--- src/rtl/branch_redirect_ctrl_if.sv ---
`default_nettype none
// ============================================================================
// Interface : branch_redirect_ctrl_if
// Brief     : EX-stage control-flow resolution bundle. Carries the EX-stage
//             branch operands, the redirect handshake to fetch, pipeline
//             flush/stall controls, predictor-update and trap pulses.
//             The slave modport is the resolution controller; the master
//             modport is the surrounding pipeline (EX operands + fetch).
// Options   : BRANCH_REDIRECT_PERF_EN adds the three performance counters.
// Revision  : 1.0 - initial release
// ============================================================================
interface branch_redirect_ctrl_if #(
    parameter int XLEN   = 32,
    parameter int PERF_W = 32
);
    // EX-stage operands
    logic              ExValid;
    logic [4:0]        ExBrOp;
    logic              ExIsJalr;
    logic              ExTaken;
    logic [XLEN-1:0]   ExPC;
    logic [XLEN-1:0]   ExImm;
    logic [XLEN-1:0]   ExRs1;
    logic              ExPredTaken;
    logic [XLEN-1:0]   ExPredTarget;
    // Redirect handshake and pipeline control
    logic              RedirectReady;
    logic              RedirectValid;
    logic [XLEN-1:0]   RedirectPC;
    logic              FlushIF;
    logic              FlushID;
    logic              StallEX;
    // Predictor update
    logic              UpdValid;
    logic [XLEN-1:0]   UpdPC;
    logic              UpdTaken;
    logic [XLEN-1:0]   UpdTarget;
    // Misaligned-target trap
    logic              TrapValid;
    logic [XLEN-1:0]   TrapPC;
    logic [XLEN-1:0]   TrapTval;
`ifdef BRANCH_REDIRECT_PERF_EN
    logic [PERF_W-1:0] PerfBranches;
    logic [PERF_W-1:0] PerfMispred;
    logic [PERF_W-1:0] PerfStallCyc;
`endif

    modport slave (
`ifdef BRANCH_REDIRECT_PERF_EN
        output PerfBranches, output PerfMispred, output PerfStallCyc,
`endif
        input  ExValid, input ExBrOp, input ExIsJalr, input ExTaken,
        input  ExPC, input ExImm, input ExRs1, input ExPredTaken,
        input  ExPredTarget, input RedirectReady,
        output RedirectValid, output RedirectPC, output FlushIF,
        output FlushID, output StallEX, output UpdValid, output UpdPC,
        output UpdTaken, output UpdTarget, output TrapValid, output TrapPC,
        output TrapTval
    );

    modport master (
`ifdef BRANCH_REDIRECT_PERF_EN
        input  PerfBranches, input PerfMispred, input PerfStallCyc,
`endif
        output ExValid, output ExBrOp, output ExIsJalr, output ExTaken,
        output ExPC, output ExImm, output ExRs1, output ExPredTaken,
        output ExPredTarget, output RedirectReady,
        input  RedirectValid, input RedirectPC, input FlushIF,
        input  FlushID, input StallEX, input UpdValid, input UpdPC,
        input  UpdTaken, input UpdTarget, input TrapValid, input TrapPC,
        input  TrapTval
    );
endinterface
`default_nettype wire

--- src/rtl/branch_redirect_ctrl.sv ---
`default_nettype none
// ============================================================================
// Module   : branch_redirect_ctrl
// Brief    : RV32I EX-stage control-flow resolution. Computes the real branch
//            target, compares it with the fetch prediction, and on mispredict
//            holds a redirect request (with IF/ID flush and EX stall) until
//            fetch accepts it. Emits predictor-update pulses for every
//            resolved control-flow instruction and a trap pulse for
//            misaligned taken targets. All outputs are registered.
// Options  : BRANCH_REDIRECT_PERF_EN adds PerfBranches, PerfMispred and
//            PerfStallCyc wrapping counters.
// Revision : 1.0 - initial release
// ============================================================================
module branch_redirect_ctrl #(
    parameter int XLEN   = 32,
    parameter int PERF_W = 32
) (
    input  wire logic            clk,
    input  wire logic            rst_n,
    branch_redirect_ctrl_if.slave bus
);

    typedef enum logic [1:0] {
        ST_IDLE     = 2'd0,
        ST_REDIRECT = 2'd1,
        ST_TRAP     = 2'd2
    } state_t;

    localparam logic [XLEN-1:0] C_SEQ_STEP = XLEN'(4);
    localparam logic [XLEN-1:0] C_LSB_MASK = {{(XLEN-1){1'b1}}, 1'b0};

    // ------------------------------------------------------------------
    // Resolution datapath (pure combinational, evaluated every cycle)
    // ------------------------------------------------------------------
    logic            w_is_cf;
    logic [XLEN-1:0] w_target;
    logic [XLEN-1:0] w_act_next;
    logic            w_misaligned;
    logic            w_mispredict;
    // funct3 only matters to the branch-evaluation unit, not here
    logic            w_unused_funct3;

    // ExBrOp[4]=1 implies [4:3]!=00, so the second term covers JAL/JALR too
    assign w_is_cf         = bus.ExValid && (bus.ExBrOp[4:3] != 2'b00);
    assign w_target        = bus.ExIsJalr ? ((bus.ExRs1 + bus.ExImm) & C_LSB_MASK)
                                          : (bus.ExPC + bus.ExImm);
    assign w_act_next      = bus.ExTaken ? w_target : (bus.ExPC + C_SEQ_STEP);
    assign w_misaligned    = bus.ExTaken && (w_target[1:0] != 2'b00);
    assign w_mispredict    = (bus.ExTaken != bus.ExPredTaken) ||
                             (bus.ExTaken && (w_target != bus.ExPredTarget));
    assign w_unused_funct3 = ^bus.ExBrOp[2:0];

    // ------------------------------------------------------------------
    // State and registered outputs
    // ------------------------------------------------------------------
    state_t          r_state_q,          w_state_d;
    logic            r_redirect_valid_q, w_redirect_valid_d;
    logic [XLEN-1:0] r_redirect_pc_q,    w_redirect_pc_d;
    logic            r_flush_if_q,       w_flush_if_d;
    logic            r_flush_id_q,       w_flush_id_d;
    logic            r_stall_ex_q,       w_stall_ex_d;
    logic            r_upd_valid_q,      w_upd_valid_d;
    logic [XLEN-1:0] r_upd_pc_q,         w_upd_pc_d;
    logic            r_upd_taken_q,      w_upd_taken_d;
    logic [XLEN-1:0] r_upd_target_q,     w_upd_target_d;
    logic            r_trap_valid_q,     w_trap_valid_d;
    logic [XLEN-1:0] r_trap_pc_q,        w_trap_pc_d;
    logic [XLEN-1:0] r_trap_tval_q,      w_trap_tval_d;

    // Next-state and next-output logic; payload buses hold when not updated
    always_comb begin
        w_state_d          = r_state_q;
        w_redirect_valid_d = r_redirect_valid_q;
        w_redirect_pc_d    = r_redirect_pc_q;
        w_flush_if_d       = r_flush_if_q;
        w_flush_id_d       = r_flush_id_q;
        w_stall_ex_d       = r_stall_ex_q;
        w_upd_valid_d      = 1'b0;
        w_upd_pc_d         = r_upd_pc_q;
        w_upd_taken_d      = r_upd_taken_q;
        w_upd_target_d     = r_upd_target_q;
        w_trap_valid_d     = 1'b0;
        w_trap_pc_d        = r_trap_pc_q;
        w_trap_tval_d      = r_trap_tval_q;

        case (r_state_q)
            ST_IDLE: begin
                w_redirect_valid_d = 1'b0;
                w_flush_if_d       = 1'b0;
                w_flush_id_d       = 1'b0;
                w_stall_ex_d       = 1'b0;
                if (w_is_cf) begin
                    // Predictor learns every resolved CF, trapping ones included
                    w_upd_valid_d  = 1'b1;
                    w_upd_pc_d     = bus.ExPC;
                    w_upd_taken_d  = bus.ExTaken;
                    w_upd_target_d = w_target;
                    if (w_misaligned) begin
                        // Trap wins over mispredict: the trap handler owns the PC
                        w_state_d      = ST_TRAP;
                        w_trap_valid_d = 1'b1;
                        w_trap_pc_d    = bus.ExPC;
                        w_trap_tval_d  = w_target;
                        w_flush_if_d   = 1'b1;
                        w_flush_id_d   = 1'b1;
                    end else if (w_mispredict) begin
                        w_state_d          = ST_REDIRECT;
                        w_redirect_valid_d = 1'b1;
                        w_redirect_pc_d    = w_act_next;
                        w_flush_if_d       = 1'b1;
                        w_flush_id_d       = 1'b1;
                        w_stall_ex_d       = 1'b1;
                    end
                end
            end
            ST_REDIRECT: begin
                // Request and pipeline controls hold until fetch takes it;
                // the EX inputs are deliberately ignored here
                if (r_redirect_valid_q && bus.RedirectReady) begin
                    w_state_d          = ST_IDLE;
                    w_redirect_valid_d = 1'b0;
                    w_flush_if_d       = 1'b0;
                    w_flush_id_d       = 1'b0;
                    w_stall_ex_d       = 1'b0;
                end
            end
            ST_TRAP: begin
                w_state_d    = ST_IDLE;
                w_flush_if_d = 1'b0;
                w_flush_id_d = 1'b0;
            end
            default: begin
                w_state_d          = ST_IDLE;
                w_redirect_valid_d = 1'b0;
                w_flush_if_d       = 1'b0;
                w_flush_id_d       = 1'b0;
                w_stall_ex_d       = 1'b0;
            end
        endcase
    end

    // State/output registers; async reset aborts any pending redirect
    always_ff @(posedge clk or negedge rst_n) begin
        if (!rst_n) begin
            r_state_q          <= ST_IDLE;
            r_redirect_valid_q <= 1'b0;
            r_redirect_pc_q    <= '0;
            r_flush_if_q       <= 1'b0;
            r_flush_id_q       <= 1'b0;
            r_stall_ex_q       <= 1'b0;
            r_upd_valid_q      <= 1'b0;
            r_upd_pc_q         <= '0;
            r_upd_taken_q      <= 1'b0;
            r_upd_target_q     <= '0;
            r_trap_valid_q     <= 1'b0;
            r_trap_pc_q        <= '0;
            r_trap_tval_q      <= '0;
        end else begin
            r_state_q          <= w_state_d;
            r_redirect_valid_q <= w_redirect_valid_d;
            r_redirect_pc_q    <= w_redirect_pc_d;
            r_flush_if_q       <= w_flush_if_d;
            r_flush_id_q       <= w_flush_id_d;
            r_stall_ex_q       <= w_stall_ex_d;
            r_upd_valid_q      <= w_upd_valid_d;
            r_upd_pc_q         <= w_upd_pc_d;
            r_upd_taken_q      <= w_upd_taken_d;
            r_upd_target_q     <= w_upd_target_d;
            r_trap_valid_q     <= w_trap_valid_d;
            r_trap_pc_q        <= w_trap_pc_d;
            r_trap_tval_q      <= w_trap_tval_d;
        end
    end

    assign bus.RedirectValid = r_redirect_valid_q;
    assign bus.RedirectPC    = r_redirect_pc_q;
    assign bus.FlushIF       = r_flush_if_q;
    assign bus.FlushID       = r_flush_id_q;
    assign bus.StallEX       = r_stall_ex_q;
    assign bus.UpdValid      = r_upd_valid_q;
    assign bus.UpdPC         = r_upd_pc_q;
    assign bus.UpdTaken      = r_upd_taken_q;
    assign bus.UpdTarget     = r_upd_target_q;
    assign bus.TrapValid     = r_trap_valid_q;
    assign bus.TrapPC        = r_trap_pc_q;
    assign bus.TrapTval      = r_trap_tval_q;

`ifdef BRANCH_REDIRECT_PERF_EN
    // ------------------------------------------------------------------
    // Performance counters (free-running, wrap at 2^PERF_W)
    // ------------------------------------------------------------------
    logic [PERF_W-1:0] r_perf_branches_q, w_perf_branches_d;
    logic [PERF_W-1:0] r_perf_mispred_q,  w_perf_mispred_d;
    logic [PERF_W-1:0] r_perf_stall_q,    w_perf_stall_d;

    // Count resolved CFs, redirect entries and cycles spent redirecting
    always_comb begin
        w_perf_branches_d = r_perf_branches_q;
        w_perf_mispred_d  = r_perf_mispred_q;
        w_perf_stall_d    = r_perf_stall_q;
        if ((r_state_q == ST_IDLE) && w_is_cf) begin
            w_perf_branches_d = r_perf_branches_q + PERF_W'(1);
        end
        if ((r_state_q == ST_IDLE) && (w_state_d == ST_REDIRECT)) begin
            w_perf_mispred_d = r_perf_mispred_q + PERF_W'(1);
        end
        if (r_state_q == ST_REDIRECT) begin
            w_perf_stall_d = r_perf_stall_q + PERF_W'(1);
        end
    end

    // Counter registers
    always_ff @(posedge clk or negedge rst_n) begin
        if (!rst_n) begin
            r_perf_branches_q <= '0;
            r_perf_mispred_q  <= '0;
            r_perf_stall_q    <= '0;
        end else begin
            r_perf_branches_q <= w_perf_branches_d;
            r_perf_mispred_q  <= w_perf_mispred_d;
            r_perf_stall_q    <= w_perf_stall_d;
        end
    end

    assign bus.PerfBranches = r_perf_branches_q;
    assign bus.PerfMispred  = r_perf_mispred_q;
    assign bus.PerfStallCyc = r_perf_stall_q;
`endif

endmodule
`default_nettype wire

--- src/flat_wrapper.sv ---
// flat-port wrapper written by rule: the top's interface ports become plain ports
module branch_redirect_ctrl_flat 
#(
    parameter int XLEN   = 32,
    parameter int PERF_W = 32
)
  (clk, rst_n, bus_ExValid, bus_ExBrOp, bus_ExIsJalr, bus_ExTaken, bus_ExPC, bus_ExImm, bus_ExRs1, bus_ExPredTaken, bus_ExPredTarget, bus_RedirectReady, bus_RedirectValid, bus_RedirectPC, bus_FlushIF, bus_FlushID, bus_StallEX, bus_UpdValid, bus_UpdPC, bus_UpdTaken, bus_UpdTarget, bus_TrapValid, bus_TrapPC, bus_TrapTval);
  branch_redirect_ctrl_if #(.XLEN(XLEN), .PERF_W(PERF_W)) bus_i ();
  input  wire logic clk;
  input  wire logic rst_n;
  input wire logic [$bits(bus_i.ExValid)-1:0] bus_ExValid;
  input wire logic [$bits(bus_i.ExBrOp)-1:0] bus_ExBrOp;
  input wire logic [$bits(bus_i.ExIsJalr)-1:0] bus_ExIsJalr;
  input wire logic [$bits(bus_i.ExTaken)-1:0] bus_ExTaken;
  input wire logic [$bits(bus_i.ExPC)-1:0] bus_ExPC;
  input wire logic [$bits(bus_i.ExImm)-1:0] bus_ExImm;
  input wire logic [$bits(bus_i.ExRs1)-1:0] bus_ExRs1;
  input wire logic [$bits(bus_i.ExPredTaken)-1:0] bus_ExPredTaken;
  input wire logic [$bits(bus_i.ExPredTarget)-1:0] bus_ExPredTarget;
  input wire logic [$bits(bus_i.RedirectReady)-1:0] bus_RedirectReady;
  output wire logic [$bits(bus_i.RedirectValid)-1:0] bus_RedirectValid;
  output wire logic [$bits(bus_i.RedirectPC)-1:0] bus_RedirectPC;
  output wire logic [$bits(bus_i.FlushIF)-1:0] bus_FlushIF;
  output wire logic [$bits(bus_i.FlushID)-1:0] bus_FlushID;
  output wire logic [$bits(bus_i.StallEX)-1:0] bus_StallEX;
  output wire logic [$bits(bus_i.UpdValid)-1:0] bus_UpdValid;
  output wire logic [$bits(bus_i.UpdPC)-1:0] bus_UpdPC;
  output wire logic [$bits(bus_i.UpdTaken)-1:0] bus_UpdTaken;
  output wire logic [$bits(bus_i.UpdTarget)-1:0] bus_UpdTarget;
  output wire logic [$bits(bus_i.TrapValid)-1:0] bus_TrapValid;
  output wire logic [$bits(bus_i.TrapPC)-1:0] bus_TrapPC;
  output wire logic [$bits(bus_i.TrapTval)-1:0] bus_TrapTval;
  assign bus_i.ExValid = bus_ExValid;
  assign bus_i.ExBrOp = bus_ExBrOp;
  assign bus_i.ExIsJalr = bus_ExIsJalr;
  assign bus_i.ExTaken = bus_ExTaken;
  assign bus_i.ExPC = bus_ExPC;
  assign bus_i.ExImm = bus_ExImm;
  assign bus_i.ExRs1 = bus_ExRs1;
  assign bus_i.ExPredTaken = bus_ExPredTaken;
  assign bus_i.ExPredTarget = bus_ExPredTarget;
  assign bus_i.RedirectReady = bus_RedirectReady;
  assign bus_RedirectValid = bus_i.RedirectValid;
  assign bus_RedirectPC = bus_i.RedirectPC;
  assign bus_FlushIF = bus_i.FlushIF;
  assign bus_FlushID = bus_i.FlushID;
  assign bus_StallEX = bus_i.StallEX;
  assign bus_UpdValid = bus_i.UpdValid;
  assign bus_UpdPC = bus_i.UpdPC;
  assign bus_UpdTaken = bus_i.UpdTaken;
  assign bus_UpdTarget = bus_i.UpdTarget;
  assign bus_TrapValid = bus_i.TrapValid;
  assign bus_TrapPC = bus_i.TrapPC;
  assign bus_TrapTval = bus_i.TrapTval;
  branch_redirect_ctrl #(.XLEN(XLEN), .PERF_W(PERF_W)) u_core (.clk(clk), .rst_n(rst_n), .bus(bus_i));
endmodule
--- config.mk ---
export PLATFORM = sky130hd
export DESIGN_NAME = branch_redirect_ctrl_flat
export DESIGN_NICKNAME = d
export VERILOG_FILES = /design/src/rtl/branch_redirect_ctrl_if.sv /design/src/rtl/branch_redirect_ctrl.sv /design/src/flat_wrapper.sv
export SDC_FILE = /design/constraint.sdc
export NUM_CORES = 1
export LEC_CHECK = 0
export BUFFER_PORTS_ARGS = -buffer_cell sky130_fd_sc_hd__clkbuf_2
export CAP_MARGIN = 20
export CORE_MARGIN = 5
export CORE_UTILIZATION = 51
export DETAILED_ROUTE_END_ITERATION = 16
export PLACE_DENSITY = 0.82
export SLEW_MARGIN = 0
export SYNTH_ARGS = -nofsm -noshare
export SYNTH_HDL_FRONTEND = slang
export SYNTH_SLANG_ARGS = --single-unit
--- constraint.sdc ---
create_clock -name clk -period 3.1 [get_ports clk]
set_clock_uncertainty 0.1 [all_clocks]
set_input_delay 0.62 -clock clk [delete_from_list [all_inputs] [get_ports clk]]
set_output_delay 0.62 -clock clk [all_outputs]
set_load 0.01 [all_outputs]
==> qor.txt <==
Cells after Synth - 1508
CTS clk-pin slew, worst paths - 0.07 ns
CP delay by family, top - compound AO/OA/AOI/OAI gates
outcome - complete, but fails checks
critical path required time - 3.31 ns
Starting Density - 51.5%
post-synth net total - 1712
simple logic cell fraction of the synthesized area - 21.7%
Post-Layout Cell Count - 2486
total power draw - 6.95 mW
Primary FF master, synth - dfrtp_1
startpoint types - input port
Worst Slack Setup Final - -1.24 ns
placed cell area - 17100 um2
largest net degree at the start of global routing - 100
number of flops mapped to enable cells by yosys - 0
first-iteration detailed-routing DRC count - 1433
Worst Tran Pin Value - 0.890 ns
yosys warns - 0
I/O Buffers - 303
area growth from synthesis to final layout - 47.6%
worst setup path start - bus_ExImm[8]
P per Cell Area - 377 nW/um2
Skew-Pair Late Insertion Delay - 0.43 ns
Nets - 2354
reg2reg setup slack - 0.86 ns
CTS Buf Count - 17
HPWL Detailed - 39300 um
Final Hold Viols - 0
Setup Viol. Count Final - 41
die span in y - 167 um
r2r startpoint - u_core.r_state_q[1]
first-pass GRT wire length - 78500 um
#FFs+latches synth - 167
crit-path cells - clkbuf_2 -> ha_1 -> and4_1 -> buf_4 -> a31o_2 -> o31ai_4 -> a31oi_4 -> mux2_2 -> nor4_4 -> xor2_1 -> o211ai_1 -> a2111oi_4 -> o2111a_2 -> a211o_4 -> buf_6 -> clkbuf_16 -> mux2_4
class of the worst hold path - in -> async
Post-Synth Adder-Cell Area - 6.53%
total global routing overflow - 0
worst rel slew slack - 39.8%
Synth Area in XOR/XNOR - 8.80%
Final min period - 4.34 ns
CTS tree - done
H-tree levels - 4
DRT antenna net count - 0
sequential share of the synthesized area - 33.4%
Setup Crit Path Kind - in -> reg
Avg Cell Area, Syn - 8.29 um2
# diodes - 0
wire per inst - 20.5 um
WP buf/inv - 4
clock root buffer - clkbuf_16
core region area - 24200 um2
# rows - 57
# IOs - 307
Longest Clk Path Bufs - 2
initial antenna violation count - 0
fmax - 230 MHz
TritonRoute pass-1 iters - 6
CP max FO - 7
Syn Std Cell Area - 12500 um2
arrival time at the worst endpoint - 4.55 ns
GRT Total Usage - 34.9%
largest family of logic cells by synthesized area - simple AND/OR/NAND/NOR gates
Die Width - 167 um
total wire length - 50900 um
Final Instance Area - 18400 um2
leakage - 9.62 nW
# fillers - 1713
cells on worst reg2reg path - 7
failing checks - negative setup slack
max incr delay on CP - 0.42 ns
endpoint class of the critical path - flop
Routability Congestion - 0.983
Register Area - 4180 um2
multiplexer share of the synthesized area - 5.65%
max_cap viols - 0
DIE AREA - 27700 um2
Slew Viols, Final - 0
distinct cell type count after synthesis - 94
R2R Path End - u_core.bus.RedirectPC[5]
ys async rst share - 100%
Multi-input gate area - 8430 um2
Post-Place Cells - 2437
Clock Sinks - 167
Synth Area in Compound Gates - 19.7%
hold_buf cts - 0
DR vias/cell - 5.87
fin crit share - 140%
vias in the first global route - 14758
layout cells sized above 1 - 40.7%
RSZ-0062 raised after global routing - true
Max rail drop VDD - 0.337 mV
slowest CP cell - ha_1
vias - 14599
# DRC - 0
## where the power goes
part / switching [mW] / leakage, nW / total [mW] / internal (mW)
clock: 0.967 / 0.268 / 2.03 / 1.07
sequential: 0 / 2.32 / 2.18 / 2.18
combinational: 1.45 / 7.03 / 2.74 / 1.30
total: 2.41 / 9.62 / 6.95 / 4.54
## layer usage
layer / up-vias / global-route usage, % / routed length [um]
li1: 6605 / - / -
met1: 6876 / 41.3 / 18700
met2: 874 / 59.3 / 23900
met3: 244 / 7.06 / 4310
met4: 0 / 19.9 / 3920
met5: - / 0 / 0
## metrics by stage
step | setup slack (ns) | hold WS [ns] | util (%) | TNS [ns]
floorplan | -1.14 | 0.224 | - | -38.40
global placement | -1.73 | 0.358 | 70.6 | -72.25
detailed placement | -1.84 | 0.362 | 70.6 | -79.37
CTS | -1.21 | 0.0447 | 75.0 | -41.34
global route | -1.36 | 0.0624 | 76.1 | -48.09
finish | -1.24 | 0.0388 | 76.1 | -42.57
## sequential cells by signal, indices dropped and copies added, names as in the netlist
register / flops
u_core.bus.UpdPC: 32
u_core.bus.TrapTval: 32
u_core.bus.UpdTarget: 32
u_core.bus.UpdTaken: 1
u_core.r_state_q: 2
u_core.bus.FlushIF: 1
u_core.bus.UpdValid: 1
u_core.bus.TrapValid: 1
u_core.bus.RedirectPC: 32
u_core.bus.RedirectValid: 1
u_core.bus.TrapPC: 32
## cell families after synthesis
group           count (synthesis)
buf+inv                       114
simple gates                  604
flops                         167
fa+ha+maj                      64
xor+xnor                      116
compound gates                389
mux                            54
## cell usage in the layout, fill, tap and decap left out, types with 34 or more instances in the layout
cell | netlist | routed
a21oi_1 | 119 | 100
buf_4 | 5 | 386
clkbuf_2 | 0 | 300
dfrtp_1 | 167 | 167
ha_1 | 62 | 51
nand2_1 | 339 | 339
nand3_1 | 37 | 35
nor2_1 | 93 | 91
o21ai_0 | 119 | 102
xnor2_1 | 71 | 69
xor2_1 | 39 | 34
## worst register-to-register path, delay by kind of cell (launching register included)
kind | cells | cell delay [ns]
AO/OA/AOI/OAI | 2 | 0.59
buffers and inverters | 3 | 0.58
flip-flops | 1 | 0.39
multiplexers | 1 | 0.30
AND/OR/NAND/NOR | 1 | 0.15
## what timing repair did
item	in CTS	in global routing
gates resized for setup	79	37
pin swaps	28	17
cloned	2	2
setup endpoints to repair	52	55
setup buffers	15	3
## synthesized netlist by cell type, drive strengths merged, types with 6 or more instances
library cell	n	area [um2]
nand2	339	1270
dfrtp	167	4180
o21ai	129	646
a21oi	119	596
nor2	95	362
xnor2	71	622
ha	62	776
clkbuf	51	191
xor2	39	342
nand3	37	185
mux2	35	495
buf	33	220
inv	29	109
and3	23	144
a21o	22	166
nor3	20	105
mux2i	19	210
nand4	18	113
o211ai	15	118
o21a	14	105
nor4	11	90.1
and2	10	65.1
a31oi	9	56.3
or3	8	50.1
a211oi	7	52.6
and4	7	65.1
o31ai	7	108
or2	7	43.8
a2111oi	6	65.1
a221oi	6	58.8
nand2b	6	37.5
## cell type report
| type | instances | share of cell area [%] |
|---|---|---|
| tap | 324 | 2.20 |
| timing repair buffer | 707 | 25.8 |
| multi-input combinational | 1227 | 45.7 |
| clock inverter | 13 | 0.611 |
| clock buffer | 18 | 2.38 |
| sequential | 167 | 22.7 |
| inverter | 30 | 0.611 |
## worst max path at each step
stage / cells past startpoint / end
2_1_floorplan: 16 / u_core.bus.RedirectPC[0]
3_3_place_gp: 17 / u_core.bus.RedirectPC[3]
3_5_place_dp: 17 / u_core.bus.RedirectPC[11]
4_1_cts: 18 / u_core.bus.RedirectPC[14]
5_1_grt: 18 / u_core.bus.RedirectPC[19]
6_report: 17 / u_core.bus.RedirectPC[1]
Note: power is estimated with default switching activity, not from simulation.
